<file path="src/rtl/seg_pkg.sv">
// rtl/seg_pkg.sv - shared types and constants for the seg_disp_ctrl display arbiter
package seg_pkg;
  localparam int SEG_W  = 32;
  localparam int DIGITS = 8;

  typedef enum logic [1:0] {
    ST_IDLE = 2'd0,
    ST_CPU  = 2'd1,
    ST_SYS  = 2'd2
  } state_t;

  localparam logic [1:0] OWN_NONE = 2'd0;
  localparam logic [1:0] OWN_CPU  = 2'd1;
  localparam logic [1:0] OWN_SYS  = 2'd2;

  function automatic logic [1:0] owner_of(input state_t s);
    case (s)
      ST_CPU:  return OWN_CPU;
      ST_SYS:  return OWN_SYS;
      default: return OWN_NONE;
    endcase
  endfunction
endpackage

</file>
<file path="src/rtl/seg_hold_timer.sv">
// rtl/seg_hold_timer.sv - loadable down-counter that parks at zero and flags expiry
module seg_hold_timer #(
  parameter int W = 8
) (
  input  logic         clk,
  input  logic         rst,
  input  logic         load,
  input  logic [W-1:0] load_val,
  output logic         expire
);
  logic [W-1:0] count;

  always_ff @(posedge clk or posedge rst) begin
    if (rst) begin
      count <= '0;
    end else if (load) begin
      count <= load_val;
    end else if (count != '0) begin
      count <= count - 1'b1;
    end
  end

  assign expire = (count == '0);
endmodule

</file>
<file path="src/rtl/seg_disp_ctrl.sv">
// rtl/seg_disp_ctrl.sv - arbitrates the 8-digit display word between CPU writes and timed system holds
// Optional blinking of the display during a system hold is built when BLINK_EN is defined.
module seg_disp_ctrl
  import seg_pkg::*;
#(
  parameter int HOLD_CYCLES = 100_000_000,
  parameter int BLINK_HALF  = 25_000_000
) (
  input  logic              clk,
  input  logic              rst,
  input  logic              cpu_req,
  input  logic [SEG_W-1:0]  cpu_data,
  output logic              cpu_ack,
  input  logic              sys_req,
  input  logic [SEG_W-1:0]  sys_data,
  output logic              sys_ack,
  input  logic              clear,
  output logic [SEG_W-1:0]  seg_data,
  output logic [DIGITS-1:0] seg_blank,
  output logic [1:0]        owner,
  output logic              busy
);
  localparam int HW = $clog2(HOLD_CYCLES);

  if (HOLD_CYCLES < 2 || BLINK_HALF < 1) begin : g_bad_param
    $error("seg_disp_ctrl: HOLD_CYCLES must be >= 2 and BLINK_HALF >= 1");
  end

  state_t           state;
  state_t           state_next;
  logic [SEG_W-1:0] shadow;
  logic             shadow_valid;
  logic [SEG_W-1:0] seg_data_next;
  logic [SEG_W-1:0] shadow_next;
  logic             shadow_valid_next;
  logic             sys_acc;
  logic             cpu_acc;
  logic             hold_exit;
  logic             hold_expire;
  logic             hold_load;
  logic [HW-1:0]    hold_load_val;

  always_ff @(posedge clk or posedge rst) begin
    if (rst) begin
      state <= ST_IDLE;
    end else begin
      state <= state_next;
    end
  end

  // A request is not re-taken in its own ack cycle; the CPU is locked out for the whole hold.
  always_comb begin
    sys_acc    = !clear && sys_req && !sys_ack;
    cpu_acc    = !clear && !sys_acc && cpu_req && !cpu_ack && (state != ST_SYS);
    hold_exit  = !clear && !sys_acc && (state == ST_SYS) && hold_expire;
    state_next = state;
    if (clear) begin
      state_next = ST_IDLE;
    end else if (sys_acc) begin
      state_next = ST_SYS;
    end else if (cpu_acc) begin
      state_next = ST_CPU;
    end else if (hold_exit) begin
      state_next = shadow_valid ? ST_CPU : ST_IDLE;
    end
  end

  always_comb begin
    seg_data_next     = seg_data;
    shadow_next       = shadow;
    shadow_valid_next = shadow_valid;
    if (clear) begin
      seg_data_next     = '0;
      shadow_next       = '0;
      shadow_valid_next = 1'b0;
    end else if (sys_acc) begin
      seg_data_next = sys_data;
    end else if (cpu_acc) begin
      seg_data_next     = cpu_data;
      shadow_next       = cpu_data;
      shadow_valid_next = 1'b1;
    end else if (hold_exit) begin
      seg_data_next = shadow_valid ? shadow : '0;
    end
  end

  always_ff @(posedge clk or posedge rst) begin
    if (rst) begin
      seg_data     <= '0;
      shadow       <= '0;
      shadow_valid <= 1'b0;
      cpu_ack      <= 1'b0;
      sys_ack      <= 1'b0;
      owner        <= OWN_NONE;
      busy         <= 1'b0;
    end else begin
      seg_data     <= seg_data_next;
      shadow       <= shadow_next;
      shadow_valid <= shadow_valid_next;
      cpu_ack      <= cpu_acc;
      sys_ack      <= sys_acc;
      owner        <= owner_of(state_next);
      busy         <= (state_next == ST_SYS);
    end
  end

  assign hold_load     = clear || sys_acc;
  assign hold_load_val = sys_acc ? HW'(HOLD_CYCLES - 1) : '0;

  seg_hold_timer #(.W(HW)) u_hold_timer (
    .clk      (clk),
    .rst      (rst),
    .load     (hold_load),
    .load_val (hold_load_val),
    .expire   (hold_expire)
  );

`ifdef BLINK_EN
  localparam int BW = $clog2(BLINK_HALF) + 1;

  logic blink_expire;
  logic blink_load;
  logic blink_stay;
  logic blank_on;

  // Toggling only while the hold continues; entry, reload and exit all return to lit.
  assign blink_stay = (state == ST_SYS) && (state_next == ST_SYS) && !sys_acc;
  assign blink_load = sys_acc || (blink_stay && blink_expire);

  seg_hold_timer #(.W(BW)) u_blink_timer (
    .clk      (clk),
    .rst      (rst),
    .load     (blink_load),
    .load_val (BW'(BLINK_HALF - 1)),
    .expire   (blink_expire)
  );

  always_ff @(posedge clk or posedge rst) begin
    if (rst) begin
      blank_on <= 1'b0;
    end else if (sys_acc || state_next != ST_SYS) begin
      blank_on <= 1'b0;
    end else if (blink_stay && blink_expire) begin
      blank_on <= !blank_on;
    end
  end

  assign seg_blank = {DIGITS{blank_on}};
`else
  assign seg_blank = '0;
`endif
endmodule
</file>
<file path="config.mk">
export PLATFORM = sky130hd
export DESIGN_NAME = seg_disp_ctrl
export DESIGN_NICKNAME = d
export VERILOG_FILES = /design/src/rtl/seg_pkg.sv /design/src/rtl/seg_hold_timer.sv /design/src/rtl/seg_disp_ctrl.sv
export SDC_FILE = /design/constraint.sdc
export NUM_CORES = 1
export LEC_CHECK = 0
export ABC_AREA = 1
export CAP_MARGIN = 20
export CORE_AREA = 2 2 100 175
export CTS_BUF_LIST = sky130_fd_sc_hd__clkbuf_16
export CTS_CLUSTER_SIZE = 20
export DETAILED_ROUTE_END_ITERATION = 12
export DIE_AREA = 0 0 102 177
export HOLD_SLACK_MARGIN = 0.02
export SETUP_SLACK_MARGIN = 0.2
export SYNTH_ARGS = -nofsm -noshare
export SYNTH_HDL_FRONTEND = slang
export SYNTH_HIERARCHICAL = 1
export SYNTH_SLANG_ARGS = --single-unit
</file>
<file path="constraint.sdc">
create_clock -name clk -period 2.75 [get_ports clk]
set_input_delay 0.825 -clock clk [delete_from_list [all_inputs] [get_ports clk]]
set_output_delay 0.825 -clock clk [all_outputs]
set_load 0.02 [all_outputs]
</file>
==> impl_results.md <==
* Fraction of the mapped netlist area in adder cells at 0.224%
* Synth Area in XOR/XNOR at 1.73%
* Fraction of layout cells with a size suffix above 1 at 6.89%
* Vias in the first global route at 5,174
* Final Non-Filler Cells at 1,170
* Largest family of logic cells by synthesized area: simple AND/OR/NAND/NOR gates
* Cell Chain, Critical Path: inv_1 -> ha_2 -> nand2_2 -> nor2_8 -> nand3_1 -> nor3_1 -> nand3_1 -> nand3_2 -> nand2_1 -> buf_12 -> nor2_1 -> nand2_1 -> nand2_1
* Via Count at 5,246
* Slew Viols, Final at 0
* Max Root-Sink Buffers at 2
* Synth top area share at 43.9%
* Inst Count DP at 1,150
* Area growth syn-to-layout at 31.2%
* Cts hold-fix bufs at 0
* Worst EP required at 3030 ps
* Gr ovfl total at 0
* I/O pin total at 114
* # DRC at 0
* Port Buffers at 105
* CTS root buf: clkbuf_16
* Worst skew pair latency at 340 ps
* Routed Antenna Nets at 0
* TritonCTS Buffers at 9
* Die Height at 177 microns
* Post-layout minimum cycle time at 2230 ps
* Kind of start point of the critical path: flop
* Clk_skew at 6.74 ps
* Core area at 16,700 sq um
* RSZ-0062 raised after global routing: no
* Max Cap Viol at 0
* CP Buf/Inv Count at 2
* Final setup vio count at 0
* Length of the first detailed-routing pass in iterations at 4
* Initial Util at 33.4%
* Pleak at 4.01 nW
* H-tree depth at 3
* Crit. End Element: flop
* Leading cell type in the layout, fill and taps excluded: nand2_1
* Cell repeated most along the worst path: nand2_1
* Synth top area cells: dfrtp_1, nand2_1, nand3_1, nor2_1, inv_1
* Maximum vdd drop at 0.000276 V
* Synth Area per Inst at 6.79 sq um
* Clock sink count at 98
* Max stage delay on crit path at 400 ps
* CTS tree: built
* Setup TNS at 0 ps
* Compound-Gate Fraction of Synth Area at 1.37%
* Multiplexer area fraction after synthesis at 0%
* CP delay by family, top: simple AND/OR/NAND/NOR gates
* Total Nets Final at 1,008
* Initial DRC Count at 277
* Synth unique cells at 27
* Outcome: finished clean
* Routed wire length at 15,300 microns
* Fmax at 0.447 GHz
* Slowest cell on the critical path: dfrtp_1
* Worst min-delay path class: reg -> reg
* Commonest non-fill, non-tap cells in the layout: nand2_1, nand3_1, nor2_1
* Maximum number of pins on one net before global-route repair at 72
* Synth Cell Area at 5580 sq um
* Arrival time worst endpoint at 2520 ps
* Die Wd at 102 microns
* RD Place Congestion at 0.871
* Post-Synth Simple-Gate Area at 43.4%
* Final period util at 81.3%
* Hpwl dp at 11,200 microns
* Critical path class: reg -> reg
* Final hold violations at 0
* Clock transition at path regs at 70 ps
* Post-DR vias/cell at 4.48
* Filler cell count at 1,800
* Warnings, synthesis at 6
* Critical path peak fanout at 23
* Routed len/inst at 13.1 microns
* Post-synthesis sequential area ratio at 43.9%
* First-pass GRT wire length at 25,400 microns
* Initial antenna violation count at 0
* Yosys top cell by area: dfrtp_1
* Total track usage at 17.8%
* Synth Instances at 823
* PwrDens at 531 nW/um^2
* Die area at 18,100 sq um
* Seq cells post-synth at 98
* Site Rows at 63
* N_diodes at 0
sequential cells by signal, indices dropped and copies added (netlist names):
signal	count
seg_data	32
busy	1
sys_ack	1
shadow_valid	1
cpu_ack	1
owner	1
u_hold_timer/count	27
shadow	32
state	2
cell usage after synthesis, drive strengths merged:
| master | count |
|---|---|
| nor3 | 2 |
| nand4 | 9 |
| conb | 1 |
| dfrtp | 98 |
| nand2 | 336 |
| xor2 | 6 |
| nand3b | 3 |
| clkbuf | 15 |
| a21oi | 1 |
| buf | 30 |
| nand3 | 114 |
| xnor2 | 5 |
| inv | 75 |
| nor2 | 115 |
| ha | 1 |
| o21ai | 12 |
per-stage QoR:
step                setup WS [ps]  power [mW]  cell area (sq um)  hold WS, ps  util [%]
global route                  267        4.11               7330          499      43.9
detailed placement            260        2.52               6970          464      41.7
floorplan                     698        2.17               5640          469         -
global placement              245        2.52               6970          462      41.7
finish                        515        3.89               7330          484      43.9
CTS                           327        3.93               7300          490      43.7
layout make-up:
| type | count | area (sq um) | area share (%) |
|---|---|---|---|
| multi-input combinational | 620 | 2670 | 36.5 |
| sequential | 98 | 2450 | 33.5 |
| timing repair buffer | 134 | 1310 | 17.8 |
| inverter | 75 | 285 | 3.89 |
| tap | 227 | 284 | 3.88 |
| clock buffer | 9 | 225 | 3.07 |
| clock inverter | 7 | 101 | 1.38 |
per-layer routing:
layer | vias to the layer above | wire, microns | track usage, %
met5 | - | 0 | 0
met4 | 0 | 250 | 5.61
met3 | 16 | 573 | 3.24
met2 | 93 | 8420 | 32.5
met1 | 2394 | 6080 | 20.7
li1 | 2743 | - | -
power breakdown:
| part | switching (mW) | total, mW | internal (mW) |
|---|---|---|---|
| Clock | 0.583 | 1.39 | 0.808 |
| Sequential | 0.0930 | 1.64 | 1.55 |
| Combinational | 0.509 | 0.860 | 0.351 |
| Total | 1.19 | 3.89 | 2.71 |
kinds of logic (layout without fill, tap and decap cells):
family                     count (synthesis)  in the layout
adders and majority gates                  1              1
DFF                                       98             98
other                                      1             16
AOI/OAI and AO/OA                         13             13
xor gates and xnor gates                  11             11
and+or+nand+nor                          579            579
buffers and inverters                    120            225
worst paths after layout:
| path | from | endpoint | slack [ps] | depth (start not counted) |
|---|---|---|---|---|
| worst max-delay path | u_hold_timer/count[0]$_DFFE_PP0P_ | seg_data[1]$_DFFE_PP0P_ | 520 | 13 |
| min in group asynchronous | rst | u_hold_timer/count[21]$_DFFE_PP0P_ | 930 | 3 |
| worst min-delay path | seg_data[23]$_DFFE_PP0P_ | seg_data[23]$_DFFE_PP0P_ | 480 | 2 |
| max in group asynchronous | rst | seg_data[6]$_DFFE_PP0P_ | 1490 | 3 |
| worst max register to register | u_hold_timer/count[0]$_DFFE_PP0P_ | seg_data[1]$_DFFE_PP0P_ | 520 | 13 |
| worst min register to register | seg_data[23]$_DFFE_PP0P_ | seg_data[23]$_DFFE_PP0P_ | 480 | 2 |
worst register-to-register path, cell delays in order, from the launching register on:
cell and delay (ps):
dfrtp_1 400, inv_1 100, ha_2 240, nand2_2 150, nor2_8 140, nand3_1 130, nor3_1 180, nand3_1 150
nand3_2 150, nand2_1 120, buf_12 180, nor2_1 120, nand2_1 60, nand2_1 50
repair_timing:
action                                  in CTS  in global routing
setup buffers                                0                  4
gates resized for setup                      0                  1
endpoints found under the setup margin       0                 30
Note: power is estimated with default switching activity, not from simulation.
